File: src/rtl/sd_cmd_engine_if.sv
// rtl/sd_cmd_engine_if.sv - byte exchange handshake between the command engine and the SPI byte stage
interface sd_cmd_engine_if;
    logic [7:0] TxByte;
    logic       ByteStart;
    logic       ByteDone;
    logic [7:0] RxByte;

    modport master (output TxByte, output ByteStart, input ByteDone, input RxByte);
    modport slave  (input TxByte, input ByteStart, output ByteDone, output RxByte);
endinterface

File: src/rtl/sd_cmd_engine.sv
// rtl/sd_cmd_engine.sv - SD SPI command sequencer: frame with CRC7, R1 polling, response collection
module sd_cmd_engine #(
    parameter int NCR_MAX     = 8,
    parameter int TRAIL_BYTES = 1
) (
    input  logic                MasterCLK,
    input  logic                Reset,
    input  logic                CmdStart,
    input  logic [5:0]          CmdIndex,
    input  logic [31:0]         CmdArg,
    input  logic [2:0]          RespLen,
    output logic                Busy,
    output logic                CmdDone,
    output logic                Timeout,
    output logic [7:0]          R1,
    output logic [31:0]         RespData,
    output logic                CS_Enable,
    sd_cmd_engine_if.master     byteBus
);
    localparam int PW = (NCR_MAX < 1) ? 1 : $clog2(NCR_MAX + 1);
    localparam int TW = (TRAIL_BYTES < 1) ? 1 : $clog2(TRAIL_BYTES + 1);

    typedef enum logic [2:0] {IDLE, SEND, POLL, RESP, TRAIL} engineState_e;

    engineState_e   state, stateNext;
    logic           pending;
    logic           issue;
    logic           gotByte;
    logic [47:0]    frame;
    logic [2:0]     byteCnt;
    logic [PW-1:0]  pollCnt;
    logic [2:0]     respLenQ;
    logic [2:0]     respCnt;
    logic [TW-1:0]  trailCnt;
    logic [31:0]    respShift;
    logic [5:0]     alignShift;

    function automatic logic [6:0] crc7(input logic [39:0] bits);
        logic [6:0] c;
        logic       fb;
        c = '0;
        for (int i = 39; i >= 0; i--) begin
            fb = bits[i] ^ c[6];
            c  = {c[5:0], 1'b0};
            if (fb) c = c ^ 7'h09;
        end
        return c;
    endfunction

    // A byte is outstanding from the edge after ByteStart until ByteDone is seen.
    assign gotByte    = pending && byteBus.ByteDone;
    assign respShift  = {RespData[23:0], byteBus.RxByte};
    assign alignShift = {3'd4 - respLenQ, 3'b000};

    always_ff @(posedge MasterCLK) begin
        if (!Reset) state <= IDLE;
        else        state <= stateNext;
    end

    always_comb begin
        stateNext         = state;
        issue             = 1'b0;
        CmdDone           = 1'b0;
        byteBus.TxByte    = 8'hFF;
        case (state)
            IDLE: begin
                if (CmdStart) stateNext = SEND;
            end
            SEND: begin
                issue          = !pending;
                byteBus.TxByte = frame[47:40];
                if (gotByte && byteCnt == 3'd5) stateNext = POLL;
            end
            POLL: begin
                issue = !pending;
                if (gotByte) begin
                    if (!byteBus.RxByte[7])
                        stateNext = (respLenQ == 3'd0) ? TRAIL : RESP;
                    else if (pollCnt == PW'(NCR_MAX - 1))
                        stateNext = TRAIL;
                end
            end
            RESP: begin
                issue = !pending;
                if (gotByte && respCnt == respLenQ - 3'd1) stateNext = TRAIL;
            end
            TRAIL: begin
                if (trailCnt == TW'(TRAIL_BYTES)) begin
                    CmdDone   = 1'b1;
                    stateNext = IDLE;
                end else begin
                    issue = !pending;
                end
            end
            default: stateNext = IDLE;
        endcase
    end

    assign byteBus.ByteStart = issue;
    assign Busy              = (state != IDLE);
    assign CS_Enable         = (state == SEND) || (state == POLL) || (state == RESP);

    always_ff @(posedge MasterCLK) begin
        if (!Reset) begin
            pending  <= 1'b0;
            frame    <= '1;
            byteCnt  <= '0;
            pollCnt  <= '0;
            respLenQ <= '0;
            respCnt  <= '0;
            trailCnt <= '0;
            Timeout  <= 1'b0;
            R1       <= 8'hFF;
            RespData <= '0;
        end else begin
            if (issue)        pending <= 1'b1;
            else if (gotByte) pending <= 1'b0;

            case (state)
                IDLE: begin
                    if (CmdStart) begin
                        frame    <= {2'b01, CmdIndex, CmdArg,
                                     crc7({2'b01, CmdIndex, CmdArg}), 1'b1};
                        respLenQ <= (RespLen > 3'd4) ? 3'd4 : RespLen;
                        byteCnt  <= '0;
                        pollCnt  <= '0;
                        respCnt  <= '0;
                        trailCnt <= '0;
                        pending  <= 1'b0;
                        Timeout  <= 1'b0;
                        RespData <= '0;
                    end
                end
                SEND: begin
                    if (gotByte) begin
                        frame   <= {frame[39:0], 8'hFF};
                        byteCnt <= byteCnt + 3'd1;
                    end
                end
                POLL: begin
                    if (gotByte) begin
                        if (!byteBus.RxByte[7]) begin
                            R1 <= byteBus.RxByte;
                        end else begin
                            pollCnt <= pollCnt + 1'b1;
                            if (pollCnt == PW'(NCR_MAX - 1)) begin
                                Timeout <= 1'b1;
                                R1      <= 8'hFF;
                            end
                        end
                    end
                end
                RESP: begin
                    if (gotByte) begin
                        respCnt <= respCnt + 3'd1;
                        // Short responses are pushed up so the first byte lands in [31:24].
                        if (respCnt == respLenQ - 3'd1) RespData <= respShift << alignShift;
                        else                            RespData <= respShift;
                    end
                end
                TRAIL: begin
                    if (gotByte) trailCnt <= trailCnt + 1'b1;
                end
                default: ;
            endcase
        end
    end
endmodule

File: src/flat_wrapper.sv
// flat-port wrapper written by rule: the top's interface ports become plain ports
module sd_cmd_engine_flat 
#(
    parameter int NCR_MAX     = 8,
    parameter int TRAIL_BYTES = 1
)
  (MasterCLK, Reset, CmdStart, CmdIndex, CmdArg, RespLen, Busy, CmdDone, Timeout, R1, RespData, CS_Enable, byteBus_TxByte, byteBus_ByteStart, byteBus_ByteDone, byteBus_RxByte);
  sd_cmd_engine_if byteBus_i ();
  input  logic MasterCLK;
  input  logic Reset;
  input  logic CmdStart;
  input  logic [5:0] CmdIndex;
  input  logic [31:0] CmdArg;
  input  logic [2:0] RespLen;
  output logic Busy;
  output logic CmdDone;
  output logic Timeout;
  output logic [7:0] R1;
  output logic [31:0] RespData;
  output logic CS_Enable;
  output wire logic [$bits(byteBus_i.TxByte)-1:0] byteBus_TxByte;
  output wire logic [$bits(byteBus_i.ByteStart)-1:0] byteBus_ByteStart;
  input wire logic [$bits(byteBus_i.ByteDone)-1:0] byteBus_ByteDone;
  input wire logic [$bits(byteBus_i.RxByte)-1:0] byteBus_RxByte;
  assign byteBus_TxByte = byteBus_i.TxByte;
  assign byteBus_ByteStart = byteBus_i.ByteStart;
  assign byteBus_i.ByteDone = byteBus_ByteDone;
  assign byteBus_i.RxByte = byteBus_RxByte;
  sd_cmd_engine #(.NCR_MAX(NCR_MAX), .TRAIL_BYTES(TRAIL_BYTES)) u_core (.MasterCLK(MasterCLK), .Reset(Reset), .CmdStart(CmdStart), .CmdIndex(CmdIndex), .CmdArg(CmdArg), .RespLen(RespLen), .Busy(Busy), .CmdDone(CmdDone), .Timeout(Timeout), .R1(R1), .RespData(RespData), .CS_Enable(CS_Enable), .byteBus(byteBus_i));
endmodule
File: config.mk
export PLATFORM = sky130hd
export DESIGN_NAME = sd_cmd_engine_flat
export DESIGN_NICKNAME = d
export VERILOG_FILES = /design/src/rtl/sd_cmd_engine_if.sv /design/src/rtl/sd_cmd_engine.sv /design/src/flat_wrapper.sv
export SDC_FILE = /design/constraint.sdc
export NUM_CORES = 1
export LEC_CHECK = 0
export CAP_MARGIN = 40
export CELL_PAD_IN_SITES_DETAIL_PLACEMENT = 1
export CELL_PAD_IN_SITES_GLOBAL_PLACEMENT = 2
export CORE_MARGIN = 5
export CORE_UTILIZATION = 31
export DETAILED_ROUTE_END_ITERATION = 8
export GPL_TIMING_DRIVEN = 0
export MAX_ROUTING_LAYER = met4
export PLACE_DENSITY_LB_ADDON = 0.25
export SYNTH_ARGS = -nofsm -noshare
export SYNTH_HDL_FRONTEND = slang
export SYNTH_SLANG_ARGS = --single-unit
File: constraint.sdc
create_clock -name MasterCLK -period 3.26 [get_ports MasterCLK]
set_input_delay 0.326 -clock MasterCLK [delete_from_list [all_inputs] [get_ports MasterCLK]]
set_output_delay 0.326 -clock MasterCLK [all_outputs]
set_load 0.05 [all_outputs]
[After elaboration in Yosys (flattened, before gate mapping)]
Cells that the tools add are included.
Cells by class
  magnitude comparators: 1
  eq/ne operators: 19
  div/mod/pow operators: 0
  shift-type cells: 1
  reduce and logical (&&, ||, !) cells: 22
  muxes and demuxes: 196
  $add $sub $neg: 6
  multiply operators: 0
  bitwise logic cells: 76
Operators with widths (number)
  $mux 7: 114
  $mux 4: 41
  $mux 32: 3
  $mux 48: 2
  $pmux 48 s2: 1
  $not 2->2: 38
  $pmux 32 s2: 1
  $xor 1x1->1: 38
  $mux 3: 12
  $shl 32x6->32: 1
  $mux 8: 3
  $ne 2x1->1 const B: 9
  $pmux 3 s5: 1
  $mux 1: 12
  $pmux 3 s2: 2
  $reduce_and 3->1: 4
  $pmux 4 s2: 1
  $reduce_bool 2->1: 4
  $add 3x1->3 const B: 2
  $eq 3x2->1 const B: 2
  $eq 3x3->1 const B: 2
  $logic_not 3->1: 2
  $pmux 1 s2: 3
  $reduce_and 6->1: 1
  18 further kinds: 22
Word-level totals
  memories: 0
  input bits: 53
  bits in writable memories: 0
  bits in latches: 0
  ROM bits: 0
  bits in registers: 107

[Depth between registers and ports, before layout]
Gate-level depths: netlist of run 1.
  word-level depth: 192
  gate-level depth with buffers: 11
  depth with buffers taken out: 10

[Least setup slack after synthesis of run 1]
OpenSTA, ideal clock, no wires.
  path type: register -> output
  start point: reg u_core.state[0]
  end point: out byteBus_ByteStart
  data required time: 2.934 ns
  data arrival time: 2.315 ns
  path slack: 0.619 ns
  stages on the path, launching flop included: 6
  cell sequence: dfxtp_1 -> clkbuf_1 -> nor2_1 -> nor2_1 -> nor2_1 -> nor2_1
On the way
  cells in the longest elaborated chain, start to end: 3
  elaborated cells on any way between the ends: 6
Ends and longest elaborated chain
  start, declared: RTL line sd_cmd_engine.sv:25  | engineState_e state, stateNext;
  start signal, assigned: RTL line sd_cmd_engine.sv:57  | else state <= stateNext;
  $eq 3x2->1 or $eq 3x1->1 (tied branches): RTL line sd_cmd_engine.sv:65  | case (state)
  $reduce_or 3->1 (no source line)
  $pmux 1 s2 (*): RTL line sd_cmd_engine.sv:65
  end, declared: RTL line flat_wrapper.sv:22  | output wire logic [$bits(byteBus_i.ByteStart)-1:0] byteBus_ByteStart;
Every way passes the cells marked *; elsewhere a longest branch is shown, timed or not.

[Worst setup path in the final report of run 1]
  start point: reg u_core.respLenQ[0]
  end point: reg u_core.RespData[9]
On the way
  cells in the longest elaborated chain, start to end: 5
  elaborated cells on any way between the ends: 7
Ends and longest elaborated chain
  start, declared: RTL line sd_cmd_engine.sv:32  | logic [2:0] respLenQ;
  start signal, assigned: RTL line sd_cmd_engine.sv:124  | respLenQ <= (RespLen > 3'd4) ? 3'd4 : RespLen;
  $sub 3x3->3 or $sub 3x1->3 (tied branches): RTL line sd_cmd_engine.sv:53, sd_cmd_engine.sv:157
  $shl 32x6->32 or $eq 3x3->1 (tied branches): RTL line sd_cmd_engine.sv:157  | if (respCnt == respLenQ - 3'd1) RespData <= respShift << alignShift;
  $mux 32 (*): RTL line sd_cmd_engine.sv:157
  $mux 32 (*): RTL line sd_cmd_engine.sv:154  | if (gotByte) begin
  $pmux 32 s2 (*): RTL line sd_cmd_engine.sv:119  | case (state)
  end signal, assigned: RTL line sd_cmd_engine.sv:157
  end signal, assigned: RTL line sd_cmd_engine.sv:158  | else RespData <= respShift;
  end, declared: RTL line sd_cmd_engine.sv:16  | output logic [31:0] RespData,
Every way passes the cells marked *; elsewhere a longest branch is shown, timed or not. The select of a mux whose other input is x is not followed.
A chain may end at the register's enable or synchronous reset.

==> metrics.md, run 1 <==
| Metric | Value |
|---|---|
| Fin crit period | 2.98 ns |
| CTS max path bufs | 2 |
| Critical Path Start Type | register |
| Most frequent cell after synthesis | dfxtp_1 |
| Layout area overhead | 28.1% |
| Clock insertion delay at the later pin of the skew report | 0.35 ns |
| Hold Violations, Final | 0 |
| Vias per cell | 5.19 |
| Max cap viols | 0 |
| CTS buffer count | 9 |
| Power per standard cell area | 519 mW/mm^2 |
| Clock Pin Slew Worst Setup and Hold Paths | 0.07 ns |
| Mapped Nets | 761 |
| Number of global-route vias before repair | roughly 5900 |
| Final Power | 3.85 mW |
| H-tree depth | 3 |
| # fillers | 2219 |
| N_diodes | 0 |
| Peak supply drop | 263 uV |
| Synth top area cells | dfxtp_1, xnor2_1, nor2_1 |
| Die width | 147 um |
| CTS sink cnt | 106 |
| Dpl hpwl | between 15000 and 20000 um |
| # IOs | 106 |
| Crit path DAT | 3.28 ns |
| Register bit total from synthesis | 106 |
| Area after DPL | a little over 0.007 mm^2 |
| Share of cells above drive strength 1 | 3.78% |
| Antenna violations before repair | 0 |
| Clk root buf | clkbuf_16 |
| Starting DRT DRC Count | 303 |
| Hold-fix buffers, CTS | 0 |
| Worst slew pin tran | 0.910 ns |
| Async SR Flop Fraction | 0% |
| Setup TNS | 0 ns |
| Worst hold path type | in -> reg |
| Crit path kind | reg -> reg |
| Die ar. | 0.0215 mm^2 |
| Gpl congestion | 0.862 |
| Core region area | approximately 0.019 mm^2 |
| Endpoints failing setup | 0 |
| Number of setup buffers added after CTS | 0 |
| Critical path required time | 3.56 ns |
| Rel. slew slack | 39.2% |
| Post-cts sizing count | 1 |
| Cell leakage power | between 2 and 3 nW |
| RSZ-0062 raised after global routing | false |
| Worst-path maximum fanout | 10 |
| FMAX | ~0.34 GHz |
| # port buffers | 103 |
| Netlist cell types | 47 |
| Final Cycle Share | 91.4% |
| Initial Utilization | 31.2% |
| Pre-antenna DRT Iters | 4 |
| First-pass GRT wire length | around 33000 um |
| Commonest cells post-synth | dfxtp_1, nor2_1, nand2_1 |
| Drc violations | 0 |
| CP endpoint kind | register |
| Die height | approximately 150 um |
| Final Instance Area | 0.00741 mm^2 |
| Routed wire per std cell | 19.4 um |
| Largest net degree at the start of global routing | 17 |
| # nets final | 875 |
| Cell taking the most area after synthesis | dfxtp_1 |
| Sum of routed wire length over all layers | 20500 um |
| Synth Instances | 702 |
| Top FF cell, synth | dfxtp_1 |
| Tot GR Track Use | 19.8% |
| Final WS setup | between 0.2 and 0.3 ns |
| TritonCTS clock tree | yes |
| Vias | 5475 |
| Setup slack at placement | 0.226 ns |
| Yosys warnings | 0 |
| Number of enable flip-flop cells after synthesis | 0 |
| Average cell area after synthesis | roughly 8.2 um^2 |
| Remaining antenna violation count | 0 |
| Clk_skew | around 0.0076 ns |
| Netlist Area Pre-Place | 0.00578 mm^2 |
| Worst hold margin | 0.312 ns |
| Status | finished, final reports clean |
| Final Max Tran Viols | 0 |
| Sequential-to-total area share from yosys stat | 36.7% |
| Total grt overflow | 0 |
| Top-area cell type share of the netlist area | between 30% and 40% |
| Site Rows | 50 |
## state kept, by name, indices dropped and copies added, names as in the netlist, 3 cells and up
register	count
u_core.RespData	32
u_core.byteCnt	3
u_core.frame	47
u_core.state	3
u_core.respCnt	3
u_core.pollCnt	4
u_core.R1	8
u_core.respLenQ	3
## cell usage in the layout, fill, tap and decap left out, types with 6 or more instances in the layout
master           instances
a21oi_1                  8
a22oi_1                 25
a32oi_1                  8
and2_1                  27
clkbuf_1                43
clkbuf_16                9
clkdlybuf4s50_1        103
dfxtp_1                106
ha_1                     6
mux2i_1                 19
nand2_1                 93
nand2b_1                11
nand3_1                 32
nor2_1                  97
nor2b_1                 19
nor3_1                   6
o21ai_0                 36
o22ai_1                 10
o311ai_0                24
o311ai_1                13
xnor2_1                 48
xnor2_2                  7
xnor3_1                  8
xor2_1                  13
## path summary, 6_finish.rpt
path | from | to | slack (ns) | cells after the start
worst min-delay path | Reset | u_core.frame[14] | 0.31 | 2
worst min register to register | u_core.R1[2] | u_core.R1[2] | 0.47 | 2
worst max register to register | u_core.respLenQ[0] | u_core.RespData[9] | 0.28 | 10
worst max-delay path | u_core.respLenQ[0] | u_core.RespData[9] | 0.28 | 10
## cell families (layout without fill, tap and decap cells)
logic type | after synthesis | in the layout | synth area share, %
adder cells (fa/ha/maj) | 6 | 6 | 1.30
AO/OA/AOI/OAI | 139 | 139 | 17.1
XOR/XNOR | 77 | 77 | 14.6
multiplexers | 19 | 19 | 3.29
buffers and inverters | 57 | 175 | 3.74
AND/OR/NAND/NOR | 298 | 298 | 23.3
flip-flops | 106 | 106 | 36.7
## layer usage
layer	track usage, %	up-vias	share of wire, %
li1	-	2665	-
met1	25.5	2702	47
met2	32.5	98	48
met3	3.41	10	3.9
met4	4.66	0	1.2
met5	-	-	0
## through the flow
stage	utilization, %	std cells
6_report	40.0	1054
5_1_grt	40.0	1054
4_1_cts	40.0	1055
3_5_place_dp	38.4	1040
3_3_place_gp	38.4	1039
2_1_floorplan	-	702
## cell type report
class	instances	area, um^2	share of cell area [%]
Timing Repair Buffer	104	1040	14.0
Sequential cell	106	2120	28.7
Multi-Input combinational cell	539	3450	46.5
Buffer	50	191	2.58
Tap cell	234	293	3.95
Clock buffer	11	243	3.28
Clock inverter	4	52.6	0.710
Inverter	6	22.5	0.304
## worst max-delay path, cell delays in order, from the launching register on
cell      delay, ns
dfxtp_1        0.30
buf_2          0.20
inv_2          0.15
ha_1           0.31
buf_2          0.20
nor2_1         0.50
nor4bb_1       0.39
clkbuf_1       0.36
a22oi_1        0.15
o21ai_0        0.21
and2_1         0.15
## power by group
group	internal [mW]	leakage, nW	switching (mW)
clock	0.613	0.134	0.495
sequential	1.40	0.867	0.0607
combinational	0.565	1.67	0.712
total	2.58	2.67	1.27
Power figures use the tool's default switching activity.
==> inputs of run 2 (changes only) <==
--- a/config.mk
+++ b/config.mk
@@ -5,7 +5,6 @@
 export SDC_FILE = /design/constraint.sdc
 export NUM_CORES = 1
 export LEC_CHECK = 0
-export CAP_MARGIN = 40
 export CELL_PAD_IN_SITES_DETAIL_PLACEMENT = 1
 export CELL_PAD_IN_SITES_GLOBAL_PLACEMENT = 2
 export CORE_MARGIN = 5
==> run 2 against run 1 <==
  * Sequential cell count stayed put
  * Total power is 3.3% higher
  * Fmax is 0.79% lower
  * Sequential power hardly changed
  * Largest power group unchanged
  * Die area stayed put
  * Utilization is 0.18 points higher
  * Clock power is 12% higher
  * Critical path type is now reg -> out
  * Register-to-register slack better by 0.04 ns
  * Via count is 1.2% higher
==> metrics.md, run 2 (synthesis gave the netlist of run 1 again) <==
| Metric | Value |
|---|---|
| Status | finished, final reports clean (unchanged) |
| Placed insts | 1039 (was 1040) |
| Largest regs | u_core.frame (47), u_core.RespData (32), u_core.R1 (8) (unchanged) |
| CTS sink cnt | 106 (unchanged) |
| Final Cycle Share | 92.1% (was 91.4%) |
| Share of cells above drive strength 1 | 3.66% (was 3.78%) |
| H-tree depth | 3 (unchanged) |
| Tot GR Track Use | 19.8% (about the same) |
| CP max-delay cell | clkdlybuf4s50_1 (was nor2_1) |
| Slowest stage delay, CP | 0.81 ns (was 0.50 ns) |
| Sum of routed wire length over all layers | 20500 um (about the same) |
| Critical Path Start Type | register (unchanged) |
| Largest register FFs | 47 (unchanged) |
| CP endpoint kind | output port (was register) |
| Power per standard cell area | 534 mW/mm^2 (was 519 mW/mm^2) |
| Final non-filler cell total | 1053 (was 1054) |
| # IOs | 106 (unchanged) |
| Drc violations | 0 (unchanged) |
| Clock Pin Slew Worst Setup and Hold Paths | 0.07 ns (about the same) |
| Gpl congestion | 0.862 (unchanged) |
| Area after DPL | 0.00710 mm^2 (was 0.00711 mm^2) |
| Final Instance Area | 0.00744 mm^2 (was 0.00741 mm^2) |
| Critical path required time | 2.93 ns (was 3.56 ns) |
| Worst hold path type | in -> reg (unchanged) |
| Initial Utilization | 31.2% (unchanged) |
| Crit path kind | reg -> out (was reg -> reg) |
| Largest net degree at the start of global routing | 17 (unchanged) |
| First-pass GRT wire length | 33200 um (about the same) |
| CP cell instances | clkbuf_1, inv_1, nor4_1, nor2_1, nor2_1, clkdlybuf4s50_1 (was buf_2, inv_2, ha_1, buf_2, nor2_1, nor4bb_1, clkbuf_1, a22oi_1, o21ai_0, and2_1) |
| Clk_skew | 0.00855 ns (was 0.00761 ns) |
| Gr busiest metal | met2 (unchanged) |
| Vias per cell | 5.26 (was 5.19) |
| Die width | 147 um (unchanged) |
| Fin crit period | 3.00 ns (was 2.98 ns) |
| # port buffers | 103 (unchanged) |
| Sequential cell area | 0.00212 mm^2 (unchanged) |
| # nets final | 874 (was 875) |
| Pre-antenna DRT Iters | 5 (was 4) |
| Clock insertion delay at the later pin of the skew report | 0.35 ns (about the same) |
| Multi-input gate area | 0.00345 mm^2 (unchanged) |
| Layout area overhead | 28.7% (was 28.1%) |
| Remaining antenna violation count | 0 (unchanged) |
| Number of setup buffers added after CTS | 0 (unchanged) |
| Met2 Use GR | 32.1% (was 32.5%) |
| Met3 Usage GRT | 2.92% (was 3.41%) |
| Hold Violations, Final | 0 (unchanged) |
| Global-route track usage on met1 | 25.7% (was 25.5%) |
| Max cap viols | 0 (unchanged) |
| Setup TNS | 0 ns (unchanged) |
| Antenna violations before repair | 0 (unchanged) |
| Total grt overflow | 0 (unchanged) |
| # fillers | 2217 (was 2219) |
| Routed wire per std cell | 19.5 um (was 19.4 um) |
| Peak supply drop | 296 uV (was 263 uV) |
| Starting DRT DRC Count | 348 (was 303) |
| Core region area | 0.0185 mm^2 (unchanged) |
| RSZ-0062 raised after global routing | false (unchanged) |
| Leading cell types in the layout, fill and taps excluded | dfxtp_1, clkdlybuf4s50_1, nor2_1, nand2_1, xnor2_1 (unchanged) |
| Worst-path maximum fanout | 10 (unchanged) |
| FMAX | 0.333 GHz (was 0.336 GHz) |
| Largest Register | u_core.frame (unchanged) |
| Rel. slew slack | 25.1% (was 39.2%) |
| Final Max Tran Viols | 0 (unchanged) |
| Crit path DAT | 2.68 ns (was 3.28 ns) |
| TritonCTS clock tree | yes (unchanged) |
| Endpoints failing setup | 0 (unchanged) |
| Site Rows | 50 (unchanged) |
| CTS max path bufs | 2 (unchanged) |
| Number of global-route vias before repair | 5894 (was 5864) |
| Die ar. | 0.0215 mm^2 (unchanged) |
| Die height | 147 um (unchanged) |
| N_diodes | 0 (unchanged) |
| Most frequent CP cell | nor2_1 (was buf_2) |
| Worst slew pin tran | 1.11 ns (was 0.910 ns) |
| Dpl hpwl | 16200 um (about the same) |
| CTS buffer count | 9 (unchanged) |
| Clk root buf | clkbuf_16 (unchanged) |
| Vias | 5543 (was 5475) |
| Cell leakage power | 2.69 nW (was 2.67 nW) |
| Commonest non-fill, non-tap cell in the layout | dfxtp_1 (unchanged) |
## run 2: critical path: cells and delay by family (launching register included)
family / cells / cell delay [ns]
buffers and inverters: 3 / 1.35
flip-flops: 1 / 0.31
AND/OR/NAND/NOR: 3 / 0.68
## run 2: cell type report
cell class | count | area share (%)
sequential | 106 | 28.5
inverter | 6 | 0.303
clock buffer | 10 | 3.08
buffer | 50 | 2.57
multi-input combinational | 539 | 46.3
clock inverter | 5 | 1.40
tap | 234 | 3.94
timing repair buffer | 103 | 13.9
## run 2: where the power goes
| group | total [mW] | internal, mW | switching, mW | leakage, nW |
|---|---|---|---|---|
| Clock | 1.24 | 0.748 | 0.494 | 0.163 |
| Combinational | 1.27 | 0.563 | 0.709 | 1.66 |
| Sequential | 1.46 | 1.40 | 0.0602 | 0.867 |
## run 2: what timing repair did
action	4_1_cts	5_1_grt
hold endpoints to repair	0	0
pin swaps	0	0
hold buffers	0	0
endpoints found under the setup margin	8	10
gates resized for setup	1	2
## run 2: final timing paths
check                                        start            endpoint  slack [ns]  cells after the start
worst min-delay path                         Reset    u_core.frame[14]        0.30                      2
worst max register to register  u_core.respLenQ[0]  u_core.RespData[9]        0.32                     10
worst max-delay path               u_core.state[2]   byteBus_ByteStart        0.26                      6
worst min register to register        u_core.R1[1]        u_core.R1[1]        0.48                      2
## run 2: per-layer routing
layer | wire length, um | share of wire (%)
met2 | 9740 | 47
met1 | 9500 | 46
met3 | 889 | 4.3
met4 | 394 | 1.9
met5 | 0 | 0
## run 2: per-stage QoR
stage / power [mW] / util [%] / setup WS [ns] / hold slack [ns]
detailed placement: 2.77 / 38.4 / 0.244 / 0.465
CTS: 4.02 / 40.1 / 0.147 / 0.313
floorplan: 2.38 / - / 0.619 / 0.432
global placement: 2.74 / 38.4 / 0.279 / 0.454
global route: 4.18 / 40.2 / 0.0650 / 0.331
finish: 3.97 / 40.2 / 0.257 / 0.305
==> edit: new RTL, config.mk and constraints of run 1 <==
`NCR_MAX` is set to 8 in 2 places; all go to 16.
--- a/src/rtl/sd_cmd_engine.sv
+++ b/src/rtl/sd_cmd_engine.sv
@@ -2,3 +2,3 @@
 module sd_cmd_engine #(
-    parameter int NCR_MAX     = 8,
+    parameter int NCR_MAX     = 16,
     parameter int TRAIL_BYTES = 1
--- a/src/flat_wrapper.sv
+++ b/src/flat_wrapper.sv
@@ -3,3 +3,3 @@
 #(
-    parameter int NCR_MAX     = 8,
+    parameter int NCR_MAX     = 16,
     parameter int TRAIL_BYTES = 1
Formal check against the unedited RTL: no difference found for any inputs over 4 cycles, from zero or initial values and one cycle with Reset low; that may be too few to reach the edited logic, so the function may still have changed.
==> edit against run 1 <==
Count of clock-buffer cells in the layout grew 2; highest routed layer unchanged; worst setup slack lost 0.12 ns; final area grew 1.7%; wire length grew 1.6%; critical path type unchanged; area after synthesis grew 2.3%; die area grew 2.2%; critical endpoint is now u_core.RespData[0]; sequential cell count grew 1.
Power is not compared: it rests on default switching activity, and its combinational part moved more than twofold at a synthesized area within 25%.
==> edit: results (changes against run 1) <==
Synth
  – Top cells by count, synth: nor2_1 (108), dfxtp_1 (107), nand2_1 (86), clkbuf_1 (45), o21ai_0 (43)
  – Post-synth cell types: 44 (-6.4%)
  – Mux cell area share after synthesis: 3.216% (-0.074 points)
  – Sequential share of the synthesized area: 36.22% (-0.49 points)
  – Post-synthesis cell count: 708 (+0.85%)
  – Synth Area in XOR/XNOR: 15.13% (+0.52 points)
  – Compound-Gate Fraction of Synth Area: 16.75% (-0.30 points)
  – Post-Synth Adder-Cell Area: 1.481% (+0.18 points)
  – Async S/R FF share, synth: 0% (unchanged)
  – Cells taking the most area after synthesis: dfxtp_1 (36%), nor2_1 (6.9%), o311ai_0 (5.5%), nand2_1 (5.5%), xnor2_1 (4.9%)
  – Yosys warning count: 0 (unchanged)
  – Top_reg_cell synth: dfxtp_1
  – Synthesized Nets: 768 (+0.92%)

GRT
  – Largest net degree at the start of global routing: 16 (-1)
  – Antenna violations before repair: 0 (unchanged)
  – GRT Overall Usage: 19.67% (-0.12 points)
  – Vias in the first global route: 6,097 (+4.0%)
  – First-pass GRT wire length: 33,440 microns (+0.71%)

Routing
  – Final wirelength: 20,820 microns (+1.6%)
  – Router iterations before antenna repair: 5 (+1)
  – DRT iter0 DRCs: 315 (+4.0%)
  – Via-per-instance ratio: 5.269 (+1.4%)

Power
  – Peak VDD IR: 288.3 uV
  – Leak: 2.764 nW

Worst setup path
  – Critical Path Fanout Max: 11 (+1)
  – Critical path's largest stage delay: 0.56 ns (+0.06 ns)
  – CP arrival: 3.34 ns (+0.06 ns)
  – CP max-delay cell: or3_1
  – CP delay by family, top: simple AND/OR/NAND/NOR gates

Clock network
  – Clk slew on worst S/H paths: 0.07 ns (about the same)
  – H-tree depth: 3 (unchanged)
  – CTS Buffer Depth: 2 (unchanged)
  – # Post-CTS Setup Buffers: 0 (unchanged)
  – CTS buffer count: 9 (unchanged)

STA
  – Final clock skew: 0.01190 ns (+0.004284 ns)
  – Worst-Margin Slew: 0.7641 ns (-0.1455 ns)

Layout
  – # diodes: 0 (unchanged)
  – Largest regs: u_core.frame: 47 flops, u_core.RespData: 32 flops, u_core.R1: 8 flops
  – Fin nets: 884 (+1.0%)
  – Post-route insts no fill: 1,062 (+0.76%)
  – Share of layout cells above drive strength 1: 3.986% (+0.21 points)
  – Fill count: 2,228 (+0.41%)

Placed design
  – Placed Cells: 1,049 (+0.87%)
  – Final Wtd Congestion: 0.8546 (-0.90%)
  – DP Wirelength: 16,310 microns (+0.71%)
  – PortBufs: 104 (+0.97%)

Min path
  – Worst Hold Class: input port to flop

Run status
  – Status: finished clean
==> edit: cell types whose count changed after synthesis, moves of 4 or more <==
cell      change
xnor3_2       +4
nand2_1       -7
o21ai_0       +7
o311ai_0     +13
xnor2_1      -15
o311ai_1     -13
or3_1         +4
o22ai_1       -7
nor2_1       +10
nor3_1        +8
==> edit: metal layers <==
layer | global-route usage (%) | vias to the layer above | share of wire [%] | wire length, microns
met4 | 5.681 | 0 | 2.1 | 444
met5 | - | - | 0 | 0
met2 | 32.54 | 149 | 47 | 9886
li1 | - | 2696 | - | -
met1 | 25.27 | 2722 | 47 | 9748
met3 | 2.712 | 29 | 3.5 | 738
==> edit: report_power, final <==
part | internal (W) | leakage, nW | switching [W]
Sequential | 0.00151 | 0.875 | 0.000124
Combinational | 0.00106 | 1.76 | 0.00157
Clock | 0.000536 | 0.126 | 0.000495
==> edit: area by class of cell <==
cell class                      count  share of cell area [%]
Multi-Input combinational cell    542                   47.16
Sequential cell                   107                   28.46
Timing Repair Buffer              108                   14.17
Tap cell                          234                   3.888
Clock buffer                       13                   3.323
Buffer                             49                   2.476
Inverter                            7                  0.3490
Clock inverter                      2                  0.1662
==> edit: cell families after synthesis <==
kind of cell | count (synthesis)
flops | 107
fa+ha+maj | 7
xor+xnor | 69
compound gates | 140
mux | 19
buf+inv | 59
simple gates | 307
==> edit: worst paths after layout <==
check                startpoint                 end  slack, ns  cells after the start
min reg2reg  u_core.respLenQ[2]  u_core.respLenQ[2]       0.47                      2
max          u_core.respLenQ[0]  u_core.RespData[0]       0.16                     11
min                       Reset    u_core.frame[16]       0.32                      2
max reg2reg  u_core.respLenQ[0]  u_core.RespData[0]       0.16                     11
==> edit: worst reg2reg max path, delay by kind of cell, from the launching register on <==
family          cells  cell delay (ns)
compound gates      2             0.43
fa+ha+maj           1             0.29
buf+inv             4             0.83
xor+xnor            1             0.13
simple gates        3             0.85
flops               1             0.46
==> edit: timing repair <==
item                                    in CTS  in global routing
pin swaps                                    0                  0
resized for setup                            2                  1
endpoints found under the setup margin      27                 10
==> edit: through the flow <==
stage	setup TNS, ns	worst slack, ns	hold WS, ns	area (sq um)
floorplan	0	0.4465	0.4316	5914
global placement	-5.800	-0.4839	0.4528	7248
detailed placement	-1.607	-0.2118	0.4585	7269
CTS	0	0.002010	0.3346	7523
global route	-0.03320	-0.01738	0.3664	7530
finish	0	0.1582	0.3210	7530
